<file path="config.mk">
export PLATFORM = sky130hd
export DESIGN_NAME = triangle_orient_ctrl_flat
export DESIGN_NICKNAME = d
export VERILOG_FILES = /design/src/rtl/triangle_pkg.sv /design/src/rtl/triangle_orient_ctrl_if.sv /design/src/rtl/orient_step.sv /design/src/rtl/triangle_orient_ctrl.sv /design/src/flat_wrapper.sv
export SDC_FILE = /design/constraint.sdc
export NUM_CORES = 1
export LEC_CHECK = 0
export CORE_MARGIN = 5
export CORE_UTILIZATION = 57
export CTS_CLUSTER_DIAMETER = 30
export DETAILED_ROUTE_END_ITERATION = 6
export GPL_ROUTABILITY_DRIVEN = 0
export PLACE_DENSITY = 0.88
export SKIP_LAST_GASP = 1
export SLEW_MARGIN = 20
export SYNTH_ARGS = -nofsm -noshare
export SYNTH_HDL_FRONTEND = slang
export SYNTH_SLANG_ARGS = --single-unit
</file>
<file path="constraint.sdc">
create_clock -name clock -period 12 [get_ports clock]
set_input_delay 1.8 -clock clock [delete_from_list [all_inputs] [get_ports clock]]
set_output_delay 1.8 -clock clock [all_outputs]
set_load 0.02 [all_outputs]
</file>
<file path="src/rtl/triangle_pkg.sv">
// triangle_pkg: orientation constants and FSM encoding shared by the orientation controller and the triangle renderer.
package triangle_pkg;
    localparam int ORIENT_W = 5;
    localparam int D180 = 12;
    localparam int D360 = 24;

    typedef enum logic [1:0] {
        IDLE   = 2'd0,
        COMMIT = 2'd1,
        ROTATE = 2'd2
    } state_t;

    // Requests of 24..31 fold back into the 0..23 range.
    function automatic logic [ORIENT_W-1:0] wrap_orient(input logic [ORIENT_W-1:0] o);
        return (o >= ORIENT_W'(D360)) ? o - ORIENT_W'(D360) : o;
    endfunction
endpackage

</file>
<file path="src/rtl/triangle_orient_ctrl_if.sv">
// triangle_orient_ctrl_if: target handshake, frame tick and registered renderer outputs.
interface triangle_orient_ctrl_if;
    import triangle_pkg::*;
    logic                       frame_tick;
    logic                       tgt_valid;
    logic                       tgt_ready;
    logic signed [11:0]         tgt_x;
    logic signed [11:0]         tgt_y;
    logic        [ORIENT_W-1:0] tgt_orient;
    logic signed [11:0]         center_x;
    logic signed [11:0]         center_y;
    logic        [ORIENT_W-1:0] orientation;
    logic                       busy;
    logic                       done;

    modport master (
        output frame_tick, tgt_valid, tgt_x, tgt_y, tgt_orient,
        input  tgt_ready, center_x, center_y, orientation, busy, done
    );
    modport slave (
        input  frame_tick, tgt_valid, tgt_x, tgt_y, tgt_orient,
        output tgt_ready, center_x, center_y, orientation, busy, done
    );
endinterface

</file>
<file path="src/rtl/orient_step.sv">
// orient_step: one 15-degree step from cur toward tgt along the shorter arc (ties go +1), with wrap.
module orient_step
    import triangle_pkg::*;
(
    input  logic [ORIENT_W-1:0] cur_i,
    input  logic [ORIENT_W-1:0] tgt_i,
    output logic [ORIENT_W-1:0] nxt_o,
    output logic                at_target_o
);
    localparam logic [ORIENT_W-1:0] LAST = ORIENT_W'(D360 - 1);

    logic [ORIENT_W:0] d;
    logic              up;

    assign d = (tgt_i >= cur_i) ? {1'b0, tgt_i} - {1'b0, cur_i}
                                : {1'b0, tgt_i} + (ORIENT_W+1)'(D360) - {1'b0, cur_i};
    assign up = d <= (ORIENT_W+1)'(D180);
    assign at_target_o = cur_i == tgt_i;
    assign nxt_o = at_target_o ? cur_i
                 : up          ? ((cur_i == LAST) ? '0 : cur_i + 1'b1)
                               : ((cur_i == '0) ? LAST : cur_i - 1'b1);
endmodule

</file>
<file path="src/rtl/triangle_orient_ctrl.sv">
// triangle_orient_ctrl: accepts sprite targets, commits center on a frame tick, then steps orientation
// once every STEP_FRAMES frames; every output is a register so changes land only after a frame tick.
module triangle_orient_ctrl
    import triangle_pkg::*;
#(
    parameter int                 STEP_FRAMES = 4,
    parameter logic signed [11:0] HOME_X      = 12'sd512,
    parameter logic signed [11:0] HOME_Y      = 12'sd384
) (
    input  logic                   clock,
    input  logic                   reset_n,
    triangle_orient_ctrl_if.slave  bus
);
    state_t                    state_q, state_d;
    logic signed [11:0]        cx_q, cx_d, cy_q, cy_d, px_q, px_d, py_q, py_d;
    logic        [ORIENT_W-1:0] orient_q, orient_d, pt_q, pt_d, step_nxt;
    logic        [7:0]          cnt_q, cnt_d;
    logic                       done_q, done_d, busy_q, busy_d, ready_q, ready_d;
    logic                       at_tgt, accept, step_now;

    orient_step u_step (
        .cur_i      (orient_q),
        .tgt_i      (pt_q),
        .nxt_o      (step_nxt),
        .at_target_o(at_tgt)
    );

    always_ff @(posedge clock or negedge reset_n) begin
        if (!reset_n) begin
            state_q  <= IDLE;
            cx_q     <= HOME_X;
            cy_q     <= HOME_Y;
            px_q     <= '0;
            py_q     <= '0;
            pt_q     <= '0;
            orient_q <= '0;
            cnt_q    <= '0;
            done_q   <= 1'b0;
            busy_q   <= 1'b0;
            ready_q  <= 1'b1;
        end else begin
            state_q  <= state_d;
            cx_q     <= cx_d;
            cy_q     <= cy_d;
            px_q     <= px_d;
            py_q     <= py_d;
            pt_q     <= pt_d;
            orient_q <= orient_d;
            cnt_q    <= cnt_d;
            done_q   <= done_d;
            busy_q   <= busy_d;
            ready_q  <= ready_d;
        end
    end

    assign accept   = bus.tgt_valid && ready_q;
    assign step_now = bus.frame_tick && (cnt_q == 8'(STEP_FRAMES - 1));

    always_comb begin
        state_d  = state_q;
        cx_d     = cx_q;
        cy_d     = cy_q;
        px_d     = px_q;
        py_d     = py_q;
        pt_d     = pt_q;
        orient_d = orient_q;
        cnt_d    = cnt_q;
        done_d   = 1'b0;
        case (state_q)
            COMMIT: if (bus.frame_tick) begin
                cx_d    = px_q;
                cy_d    = py_q;
                cnt_d   = '0;
                state_d = at_tgt ? IDLE : ROTATE;
                done_d  = at_tgt;
            end
            ROTATE: if (bus.frame_tick) begin
                cnt_d = step_now ? 8'd0 : cnt_q + 8'd1;
                if (step_now) begin
                    orient_d = step_nxt;
                    state_d  = (step_nxt == pt_q) ? IDLE : ROTATE;
                    done_d   = step_nxt == pt_q;
                end
            end
            IDLE:    ;
            default: state_d = IDLE;
        endcase
        // A new target overrides any finish this cycle; a coinciding step still used the old target.
        if (accept) begin
            px_d    = bus.tgt_x;
            py_d    = bus.tgt_y;
            pt_d    = wrap_orient(bus.tgt_orient);
            state_d = COMMIT;
            done_d  = 1'b0;
        end
        busy_d  = state_d != IDLE;
        ready_d = state_d != COMMIT;
    end

    assign bus.tgt_ready   = ready_q;
    assign bus.center_x    = cx_q;
    assign bus.center_y    = cy_q;
    assign bus.orientation = orient_q;
    assign bus.busy        = busy_q;
    assign bus.done        = done_q;
endmodule

</file>
<file path="src/flat_wrapper.sv">
// flat-port wrapper written by rule: the top's interface ports become plain ports
module triangle_orient_ctrl_flat import triangle_pkg::*;
#(
    parameter int                 STEP_FRAMES = 4,
    parameter logic signed [11:0] HOME_X      = 12'sd512,
    parameter logic signed [11:0] HOME_Y      = 12'sd384
)
  (clock, reset_n, bus_frame_tick, bus_tgt_valid, bus_tgt_x, bus_tgt_y, bus_tgt_orient, bus_tgt_ready, bus_center_x, bus_center_y, bus_orientation, bus_busy, bus_done);
  triangle_orient_ctrl_if bus_i ();
  input  logic clock;
  input  logic reset_n;
  input wire logic [$bits(bus_i.frame_tick)-1:0] bus_frame_tick;
  input wire logic [$bits(bus_i.tgt_valid)-1:0] bus_tgt_valid;
  input wire logic [$bits(bus_i.tgt_x)-1:0] bus_tgt_x;
  input wire logic [$bits(bus_i.tgt_y)-1:0] bus_tgt_y;
  input wire logic [$bits(bus_i.tgt_orient)-1:0] bus_tgt_orient;
  output wire logic [$bits(bus_i.tgt_ready)-1:0] bus_tgt_ready;
  output wire logic [$bits(bus_i.center_x)-1:0] bus_center_x;
  output wire logic [$bits(bus_i.center_y)-1:0] bus_center_y;
  output wire logic [$bits(bus_i.orientation)-1:0] bus_orientation;
  output wire logic [$bits(bus_i.busy)-1:0] bus_busy;
  output wire logic [$bits(bus_i.done)-1:0] bus_done;
  assign bus_i.frame_tick = bus_frame_tick;
  assign bus_i.tgt_valid = bus_tgt_valid;
  assign bus_i.tgt_x = bus_tgt_x;
  assign bus_i.tgt_y = bus_tgt_y;
  assign bus_i.tgt_orient = bus_tgt_orient;
  assign bus_tgt_ready = bus_i.tgt_ready;
  assign bus_center_x = bus_i.center_x;
  assign bus_center_y = bus_i.center_y;
  assign bus_orientation = bus_i.orientation;
  assign bus_busy = bus_i.busy;
  assign bus_done = bus_i.done;
  triangle_orient_ctrl #(.STEP_FRAMES(STEP_FRAMES), .HOME_X(HOME_X), .HOME_Y(HOME_Y)) u_core (.clock(clock), .reset_n(reset_n), .bus(bus_i));
endmodule
</file>
# [Word-level counts from Yosys, hierarchy flattened]
# Cells that the tools add are included.
[classes] n_reduce_logical=9 order_cmp=3 add_sub_neg=7 n_mux=22 eq_ne=9
[op_table] operator="2-to-1 mux 5 bit" n=5
[op_table] operator="2-to-1 mux 8 bit" n=3
[op_table] operator="one-hot mux 8 bit (2 select lines)" n=1
[op_table] operator="2-to-1 mux 2 bit" n=6
[op_table] operator="equality test 5 bit" n=2
[op_table] operator="adder 8 x 1 -> 8 bit (second input constant)" n=1
[op_table] operator="equality test 8 x 2 -> 1 bit (second input constant)" n=1
[op_table] operator="adder 5 x 5 -> 6 bit (second input constant)" n=1
[op_table] operator="<= comparator 6 x 4 -> 1 bit (second input constant)" n=1
[op_table] operator="2-to-1 mux 6 bit" n=1
[op_table] operator="one-hot mux 2 bit (3 select lines)" n=1
[op_table] operator="AND reduction 3 bit" n=2
[op_table] operator="subtractor 5 x 5 -> 6 bit" n=1
[op_table] operator="subtractor 6 x 5 -> 6 bit" n=1
[op_table] operator="adder 5 x 1 -> 5 bit (second input constant)" n=1
[op_table] operator="equality test 5 bit (second input constant)" n=1
[op_table] operator=">= comparator 5 bit" n=1
[op_table] operator=">= comparator 5 bit (second input constant)" n=1
[op_table] operator="logical NOT 5 bit" n=1
[op_table] operator="subtractor 5 x 1 -> 5 bit (second input constant)" n=1
[op_table] operator="subtractor 5 bit (second input constant)" n=1
[op_table] operator="2-to-1 mux 1 bit" n=4
[op_table] operator="!= test 2 bit (second input constant)" n=2
[op_table] operator="nonzero test 2 bit" n=2
[op_table] operator="7 further kinds" n=8
[totals] input_bits=33 reg_bits=71 elab_cells=61 out_inout_bits=32

# [Logic depth before layout (Yosys ltp)]
# Gate-level depths: netlist of run 1.
[logic_depth] depth_word=13 depth_mapped=16

# [Modules after synthesis]
# Synthesis of run 1 repeated with hierarchy kept, for this count alone.
[unflattened] cells_unflattened=305 hier_area_um2=3721.1
[by_module_without_submodules] mod="triangle_orient_ctrl" cells_per_inst=210 area_each_um2=2972.9 seq_area_each_um2=1781.7 n_inst=1
[by_module_without_submodules] mod="orient_step" cells_per_inst=95 area_each_um2=748.2 seq_area_each_um2=0.0 n_inst=1

# [Worst setup path before layout of run 1]
# OpenSTA, ideal clock, no wires.
[synth_timing] path_kind="register -> register" startpoint="reg u_core.orient_q[2], in the netlist u_core.bus.orientation[2]" endpoint="reg u_core.busy_q, in the netlist u_core.bus.busy" period_less_slack_ns=4.088 setup_slack_ns=7.912 required_ns=11.859 t_arrival_ns=3.948 setup_time_ns=0.141 stages_incl_launch_ff=16 n_path_buf=1 path_cell_list="dfrtp_1 > clkbuf_1 > inv_1 > ha_1 > inv_1 > fa_1 > or3b_2 > and3_1 > a211oi_2 > o32ai_2 > nor2_4 > xnor2_1 > a21oi_1 > a221o_1 > o41ai_2 > a22oi_1"
[synth_via] elab_chain_cells=12 elab_cells_between_ends=23 classes_between="add/sub (4); order compare (2); eq/ne (3); mux (12); reduce/logical (2)"
[synth_lines] item="start: declaration" line="triangle_orient_ctrl.sv:16" rtl="logic [ORIENT_W-1:0] orient_q, orient_d, pt_q, pt_d, step_nxt;"
[synth_lines] item="start signal: assignment" line="triangle_orient_ctrl.sv:48" rtl="orient_q <= orient_d;"
[synth_lines] item="subtractor 6 x 5 -> 6 bit (tied with other cells)" line="orient_step.sv:16" rtl=": {1'b0, tgt_i} + (ORIENT_W+1)'(D360) - {1'b0, cur_i};"
[synth_lines] item="2-to-1 mux 6 bit" line="orient_step.sv:15" rtl="assign d = (tgt_i >= cur_i) ? {1'b0, tgt_i} - {1'b0, cur_i}"
[synth_lines] item="<= comparator 6 x 4 -> 1 bit" line="orient_step.sv:17" rtl="assign up = d <= (ORIENT_W+1)'(D180);"
[synth_lines] item="2-to-1 mux 5 bit" line="orient_step.sv:20" rtl=": up ? ((cur_i == LAST) ? '0 : cur_i + 1'b1)"
[synth_lines] item="2-to-1 mux 5 bit" line="orient_step.sv:19" rtl="assign nxt_o = at_target_o ? cur_i"
[synth_lines] item="equality test 5 bit" line="triangle_orient_ctrl.sv:81" rtl="state_d = (step_nxt == pt_q) ? IDLE : ROTATE;"
[synth_lines] item="2-to-1 mux 2 bit" line="triangle_orient_ctrl.sv:81"
[synth_lines] item="2-to-1 mux 2 bit" line="triangle_orient_ctrl.sv:79" rtl="if (step_now) begin"
[synth_lines] item="2-to-1 mux 2 bit" line="triangle_orient_ctrl.sv:77" rtl="ROTATE: if (bus.frame_tick) begin"
[synth_lines] item="one-hot mux 2 bit (3 select lines) (*)" line="triangle_orient_ctrl.sv:69" rtl="case (state_q)"
[synth_lines] item="2-to-1 mux 2 bit (*)" line="triangle_orient_ctrl.sv:89" rtl="if (accept) begin"
[synth_lines] item="nonzero test 2 bit (*)" line="triangle_orient_ctrl.sv:96" rtl="busy_d = state_d != IDLE;"
[synth_lines] item="net u_core.busy_d" line="triangle_orient_ctrl.sv:18" rtl="logic done_q, done_d, busy_q, busy_d, ready_q, ready_d;"
[synth_lines] item="end signal: assignment" line="triangle_orient_ctrl.sv:51" rtl="busy_q <= busy_d;"
[synth_lines] item="end: declaration" line="triangle_orient_ctrl.sv:18"
# The timed path passes the listed nets; every way through them passes the cells marked *.
# A chain may end at the register's enable or synchronous reset.

# [Worst setup path after layout of run 1]
# Same ends and word-level chain as after synthesis.

==> flow_summary.ini, run 1 <==
[outcome]
status = finished, final reports clean

[yosys]
synth_flop_cell = dfrtp_1
async_reset_ff_share_pct = 100
synth-edff-count = 0
syn_nets = 378
ys_ff_latch = 71
yosys_warnings = 0
netlist_area_um2 = 3720
ys_seq_area_share_pct = 47.8
postSynthAreaPerCell_um2 = 11.5
synth_cells = 323
yosys.cell_types.count = 54

[setup_path]
start_kind = flop
path_cells = inv_1 > ha_1 > inv_1 > fa_1 > or3b_2 > and3_1 > a211oi_2 > o32ai_2 > nor2_4 > xnor2_1 > a21oi_1 > a221o_1 > o41ai_2 > a22oi_1
path_class = reg2reg
slowest_stage = dfrtp_1
path_max_fanout = 10
worstPathRequired_ps = 12200
r2r_start = u_core.bus.orientation[2]
crit_path_end_kind = flop
reg2reg_depth = 14
r2r_end = u_core.bus.busy
cpPeakStageDelay_ps = 580
cp.arrival_ps = 4500
crit_path_frequent_cell = inv_1
rrSetupSlack_ps = 7700

[layout]
syn_to_final_growth_pct = 25.2
fin_area_um2 = 4660
layout-drive-gt1-share_pct = 21.2
antenna-diode-count = 0
fillCellCount = 412
nets = 446

[min_path]
min_to = u_core.bus.center_x[2]
hold_path_depth = 1
hp-class = reg2reg
min_from = u_core.bus.center_x[2]

[power_and_ir_drop]
combPwrFrac_pct = 49.8
intPower_mw = 0.786
ir_worst_vdd_uv = 208
powerDensity_nw_per_um2 = 273
p_leak_nw = 2.03
seqPwrFrac_pct = 32.9
swShare_pct = 38.2
p_clk_share_pct = 17.3
switching_power_mw = 0.485

[timing]
fmax_mhz = 233
rsz0062_at_grt = false
setup_viol = 0
hold_violations = 0
period_needed_ps = 4300
fin_crit_sh_pct = 35.8
worst_pin_slew_ps = 855
maxSlewViolCount = 0
setup_tns_ps = 0
holdWs_ps = 507
skew_ps = 9.52
timing.slew.headroom_pct = 43.0

[clocking]
cts_buffers = 9
htree_num_levels = 3
worstSkewPairLatency_ps = 340
cts_setup_buffers = 0
tritoncts = built
cts.sinks = 71
clockRootBuffer = clkbuf_8
cts_hold_buffers = 0
cts_buffer_depth = 2
path_clk_slew_ps = 80
cts-resized-gates = 0

[place]
io_buffers = 64
place_area_um2 = 4430
dp_hpwl_um = 5920

[floorplan]
std_cell_rows = 29
die_w_um = 90.8
core_area_um2 = 6350
ioPinCount = 65
initial_core_util_pct = 58.7
dieArea_um2 = 8250
die_h_um = 90.8

[global_routing]
grt_pass1_vias = 2948
grt_max_degree = 72
grtUsageTotal_pct = 21.2
grt.overflow.total = 0
antenna_found_initial = 0
grt_pass1_wl_um = 14200

[detailed_routing]
drc_errors = 0
drt-wirelength-per-cell_um = 17.6
ant_nets = 0
drt-pass1-iter-count = 5
via_count = 2775
drt-total-wl_um = 8310
vias_per_cell = 5.87
drt-initial-drc-count = 230

[job]
drv_cap = 0
[critical path: cells and delay by family, from the launching register on]
family	cells	cell delay [ps]
AO/OA/AOI/OAI	6	1430
XOR/XNOR	1	180
adder cells (fa/ha/maj)	2	850
buffers and inverters	2	200
flip-flops	1	580
AND/OR/NAND/NOR	3	900
[power groups by stage]
stage | logic, mW | registers [mW] | clock network [mW]
after detailed placement | 0.624 | 0.421 | 0
after global placement | 0.600 | 0.413 | 0
after floorplan | 0.374 | 0.459 | 0
final | 0.633 | 0.418 | 0.220
after CTS | 0.634 | 0.419 | 0.222
after global routing | 0.688 | 0.433 | 0.233
[final cells by class]
cell class / count / area [µm²] / share of cell area (%)
Tap cell: 77 / 96.3 / 2.07
Inverter: 22 / 82.6 / 1.77
Multi-Input combinational cell: 221 / 1820 / 39.1
Clock inverter: 5 / 78.8 / 1.69
Timing Repair Buffer: 66 / 651 / 14.0
Sequential cell: 71 / 1780 / 38.2
Clock buffer: 11 / 151 / 3.25
[metrics by stage]
step	utilization, %	setup WS (ps)	instances	total power, mW
CTS	73.4	7740	473	1.27
detailed placement	69.8	7770	457	1.04
global placement	69.8	7930	457	1.01
finish	73.4	7700	473	1.27
global route	73.4	7410	473	1.35
floorplan	-	7910	323	0.833
[worst max path at each step]
stage                                   start              end  slack, ps  cells after the start
finish              u_core.bus.orientation[2]  u_core.bus.busy       7700                     14
global route        u_core.bus.orientation[2]  u_core.bus.busy       7410                     14
CTS                 u_core.bus.orientation[2]  u_core.bus.busy       7740                     14
detailed placement  u_core.bus.orientation[2]  u_core.bus.busy       7770                     14
global placement               bus_frame_tick  u_core.bus.busy       7930                      5
floorplan           u_core.bus.orientation[2]  u_core.bus.busy       7910                     15
[Yosys cell counts, drive strengths merged (2+ instances only)]
cell type | count | area share, %
a211oi | 2 | 0.54
a21o | 2 | 0.40
a21oi | 13 | 1.7
a22oi | 2 | 0.40
and3 | 5 | 0.84
clkbuf | 8 | 0.81
dfrtp | 67 | 45
dfstp | 4 | 2.8
fa | 4 | 2.1
ha | 18 | 6.0
inv | 22 | 2.2
mux2 | 52 | 16
mux2i | 2 | 0.54
nand2 | 21 | 2.1
nand2b | 4 | 0.67
nand3 | 10 | 1.3
nand4 | 3 | 0.50
nor2 | 18 | 2.0
nor3 | 4 | 0.54
nor3b | 2 | 0.40
nor4 | 3 | 0.50
o21ai | 13 | 1.8
o311ai | 2 | 0.47
o31ai | 2 | 0.40
o41ai | 2 | 0.67
xnor2 | 9 | 2.1
xor2 | 6 | 1.4
[layout by cell type, fill, tap and decap left out, types with 3 or more instances in the layout]
| cell type | count |
|---|---|
| nand4_1 | 3 |
| o21ai_0 | 12 |
| dfrtp_1 | 67 |
| nor4_1 | 3 |
| nor2_1 | 17 |
| fa_1 | 4 |
| dfstp_2 | 4 |
| and3_1 | 5 |
| clkdlybuf4s50_1 | 63 |
| clkbuf_8 | 11 |
| inv_1 | 22 |
| nand3_1 | 10 |
| a21oi_1 | 13 |
| xor2_1 | 6 |
| mux2_2 | 52 |
| nor3_1 | 4 |
| xnor2_1 | 9 |
| ha_1 | 18 |
| nand2_1 | 20 |
| nand2b_1 | 4 |
[registers in the layout (all words and copies together), names as in the netlist]
register	cells
u_core.bus.busy	1
u_core.bus.center_x	12
u_core.bus.center_y	12
u_core.bus.done	1
u_core.bus.orientation	5
u_core.bus.tgt_ready	1
u_core.cnt_q	8
u_core.pt_q	5
u_core.px_q	12
u_core.py_q	12
u_core.state_q	2
[logic make-up after synthesis]
kind of cell,Yosys count,synth area share [%]
compound gates,53,10.4
buf+inv,31,3.33
simple gates,77,10.4
xor+xnor,15,3.53
flops,71,47.8
mux,54,16.3
fa+ha+maj,22,8.20
[metal layers]
layer	GRT usage (%)	vias to the layer above	part of all wire, %
li1	-	1288	-
met1	27.9	1363	41
met2	33.1	110	49
met3	7.00	14	8.8
met4	6.72	0	1.5
met5	0	-	0
No activity file was read; power rests on OpenSTA's default activity.
==> inputs of run 2 (changes only) <==
- CORE_UTILIZATION: 57 -> 48
- PLACE_DENSITY: 0.88 -> 0.8
- clock period: 12 -> 3.5 ns (I/O delays scaled with it)
==> run 2 against run 1 <==
Net effect: the flow now finishes with violations (setup timing); via count rose by 4.0%; non-clock buffer count rose by 34; largest cell class unchanged; utilization fell by 6.8 points.
==> flow_summary.ini, run 2 (synthesis gave the netlist of run 1 again) <==
[detailed_routing]
drt-wirelength-per-cell_um = 16.6
drt-total-wl_um = 8820
via_count = 2886
drc_errors = 0
ant_nets = 0
drt-pass1-iter-count = 4
drt-initial-drc-count = 177
vias_per_cell = 5.42

[layout]
syn_to_final_growth_pct = 36.8
fillCellCount = 543
multi_input_area_um2 = 1940
nets = 480
fin_area_um2 = 5100
seq_area_um2 = 1790
final_cell_mix = clkdlybuf4s50_1, dfrtp_1, mux2_2
antenna-diode-count = 0
layout-drive-gt1-share_pct = 32.1

[clocking]
path_clk_slew_ps = 80
cts_buffers = 9
clockRootBuffer = clkbuf_8
cts_buffer_depth = 2
cts.sinks = 71
worstSkewPairLatency_ps = 350
tritoncts = built
htree_num_levels = 3

[global_routing]
grt_max_degree = 31
grt.overflow.total = 0
grt_pass1_wl_um = 15200
grt_pass1_vias = 3189
antenna_found_initial = 0
grtUsageTotal_pct = 19.4

[setup_path]
crit_path_frequent_cell = ha_4
path_buf_inv = 2
start_kind = flop
path_class = reg2reg
path_max_fanout = 5
crit_family = compound AO/OA/AOI/OAI gates
path_cells = ha_4 > ha_4 > inv_2 > fa_2 > or3b_4 > and3_4 > a211oi_4 > o32ai_4 > nor2_4 > xnor2_2 > a21oi_1 > a221o_1 > o41ai_4 > buf_4 > nor3b_2
worstPathRequired_ps = 3740
cp.arrival_ps = 4020
crit_path_end_kind = flop
cpPeakStageDelay_ps = 420
slowest_stage = dfrtp_1

[timing]
hold_violations = 0
fmax_mhz = 264
period_needed_ps = 3790
maxSlewViolCount = 0
skew_ps = 10.1
fin_ws_ps = -286
setup_viol = 4
fin_crit_sh_pct = 108
timing.slew.headroom_pct = 57.3
worst_pin_slew_ps = 640
rsz0062_at_grt = true

[place]
pre_cts_ws_ps = -307
dp_hpwl_um = 6570
io_buffers = 64
place_area_um2 = 4780

[power_and_ir_drop]
powerDensity_nw_per_um2 = 936
ir_worst_vdd_uv = 526
p_leak_nw = 2.21

[outcome]
status = finished with violations
violations = setup timing

[floorplan]
die_h_um = 98.1
core_area_um2 = 7650
ioPinCount = 65
dieArea_um2 = 9620
die_w_um = 98.1
std_cell_rows = 32
initial_core_util_pct = 48.7

[min_path]
hp-class = in2async

[job]
drv_cap = 0
[run 2: cell types whose count changed in the layout (fill, tap and decap cells not counted), moves of 3 or more]
| cell | before | now |
|---|---|---|
| ha_4 | 0 | 3 |
| inv_1 | 22 | 18 |
| dfrtp_1 | 67 | 63 |
| inv_2 | 0 | 3 |
| ha_1 | 18 | 15 |
| dfrtp_2 | 0 | 4 |
| buf_4 | 2 | 36 |
[run 2: worst reg2reg max path: cells and delay by family (launching register included)]
family          cells  cell delay, ps
fa+ha+maj           3             800
simple gates        4             800
xor+xnor            1             180
flops               1             420
compound gates      5            1250
buf+inv             2             230
[run 2: final timing paths]
path,from,to,slack (ps),depth (start not counted)
min,reset_n,u_core.bus.center_x[6],190,1
min in group clock,u_core.px_q[0],u_core.bus.center_x[0],510,1
max reg2reg,u_core.pt_q[1],u_core.state_q[1],-290,15
min reg2reg,u_core.px_q[0],u_core.bus.center_x[0],510,1
max,u_core.pt_q[1],u_core.state_q[1],-290,15
max in group asynchronous,reset_n,u_core.bus.center_x[9],2510,2
[run 2: area by class of cell]
cell class | count | area share [%]
clock buffer | 11 | 2.77
clock inverter | 5 | 2.06
inverter | 22 | 1.67
multi-input combinational | 221 | 38.2
sequential | 71 | 35.1
tap | 102 | 2.50
timing repair buffer | 100 | 17.8
[run 2: report_power, final]
part           leakage (nW)  total (mW)  internal (mW)  switching, mW
sequential            0.850        1.41           1.20          0.213
combinational          1.24        2.57           1.31           1.26
clock                 0.116       0.795          0.493          0.302
total                  2.21        4.77           3.00           1.77
[run 2: timing repair]
action                     in CTS  in global routing
resized for setup               9                  1
setup endpoints to repair       4                  4
hold buffers                    0                  0
setup buffers                   3                  0
pin swaps                      15                  1
[run 2: metrics by stage]
step	power, mW	TNS [ps]	std cells	hold WS (ps)	util (%)
after floorplan	2.96	-721	323	229	-
after global placement	3.75	-422	513	482	62.5
after detailed placement	3.86	-1020	513	493	62.5
after CTS	4.77	-867	532	207	66.6
after global routing	5.11	-1390	532	239	66.6
final	4.77	-982	532	195	66.6
[run 2: per-layer routing]
| metal | up-vias | global-route usage (%) | share of wire [%] |
|---|---|---|---|
| li1 | 1358 | - | - |
| met1 | 1425 | 23.0 | 40 |
| met2 | 90 | 33.1 | 51 |
| met3 | 13 | 6.07 | 7.8 |
| met4 | 0 | 7.14 | 1.7 |
| met5 | - | 0 | 0 |
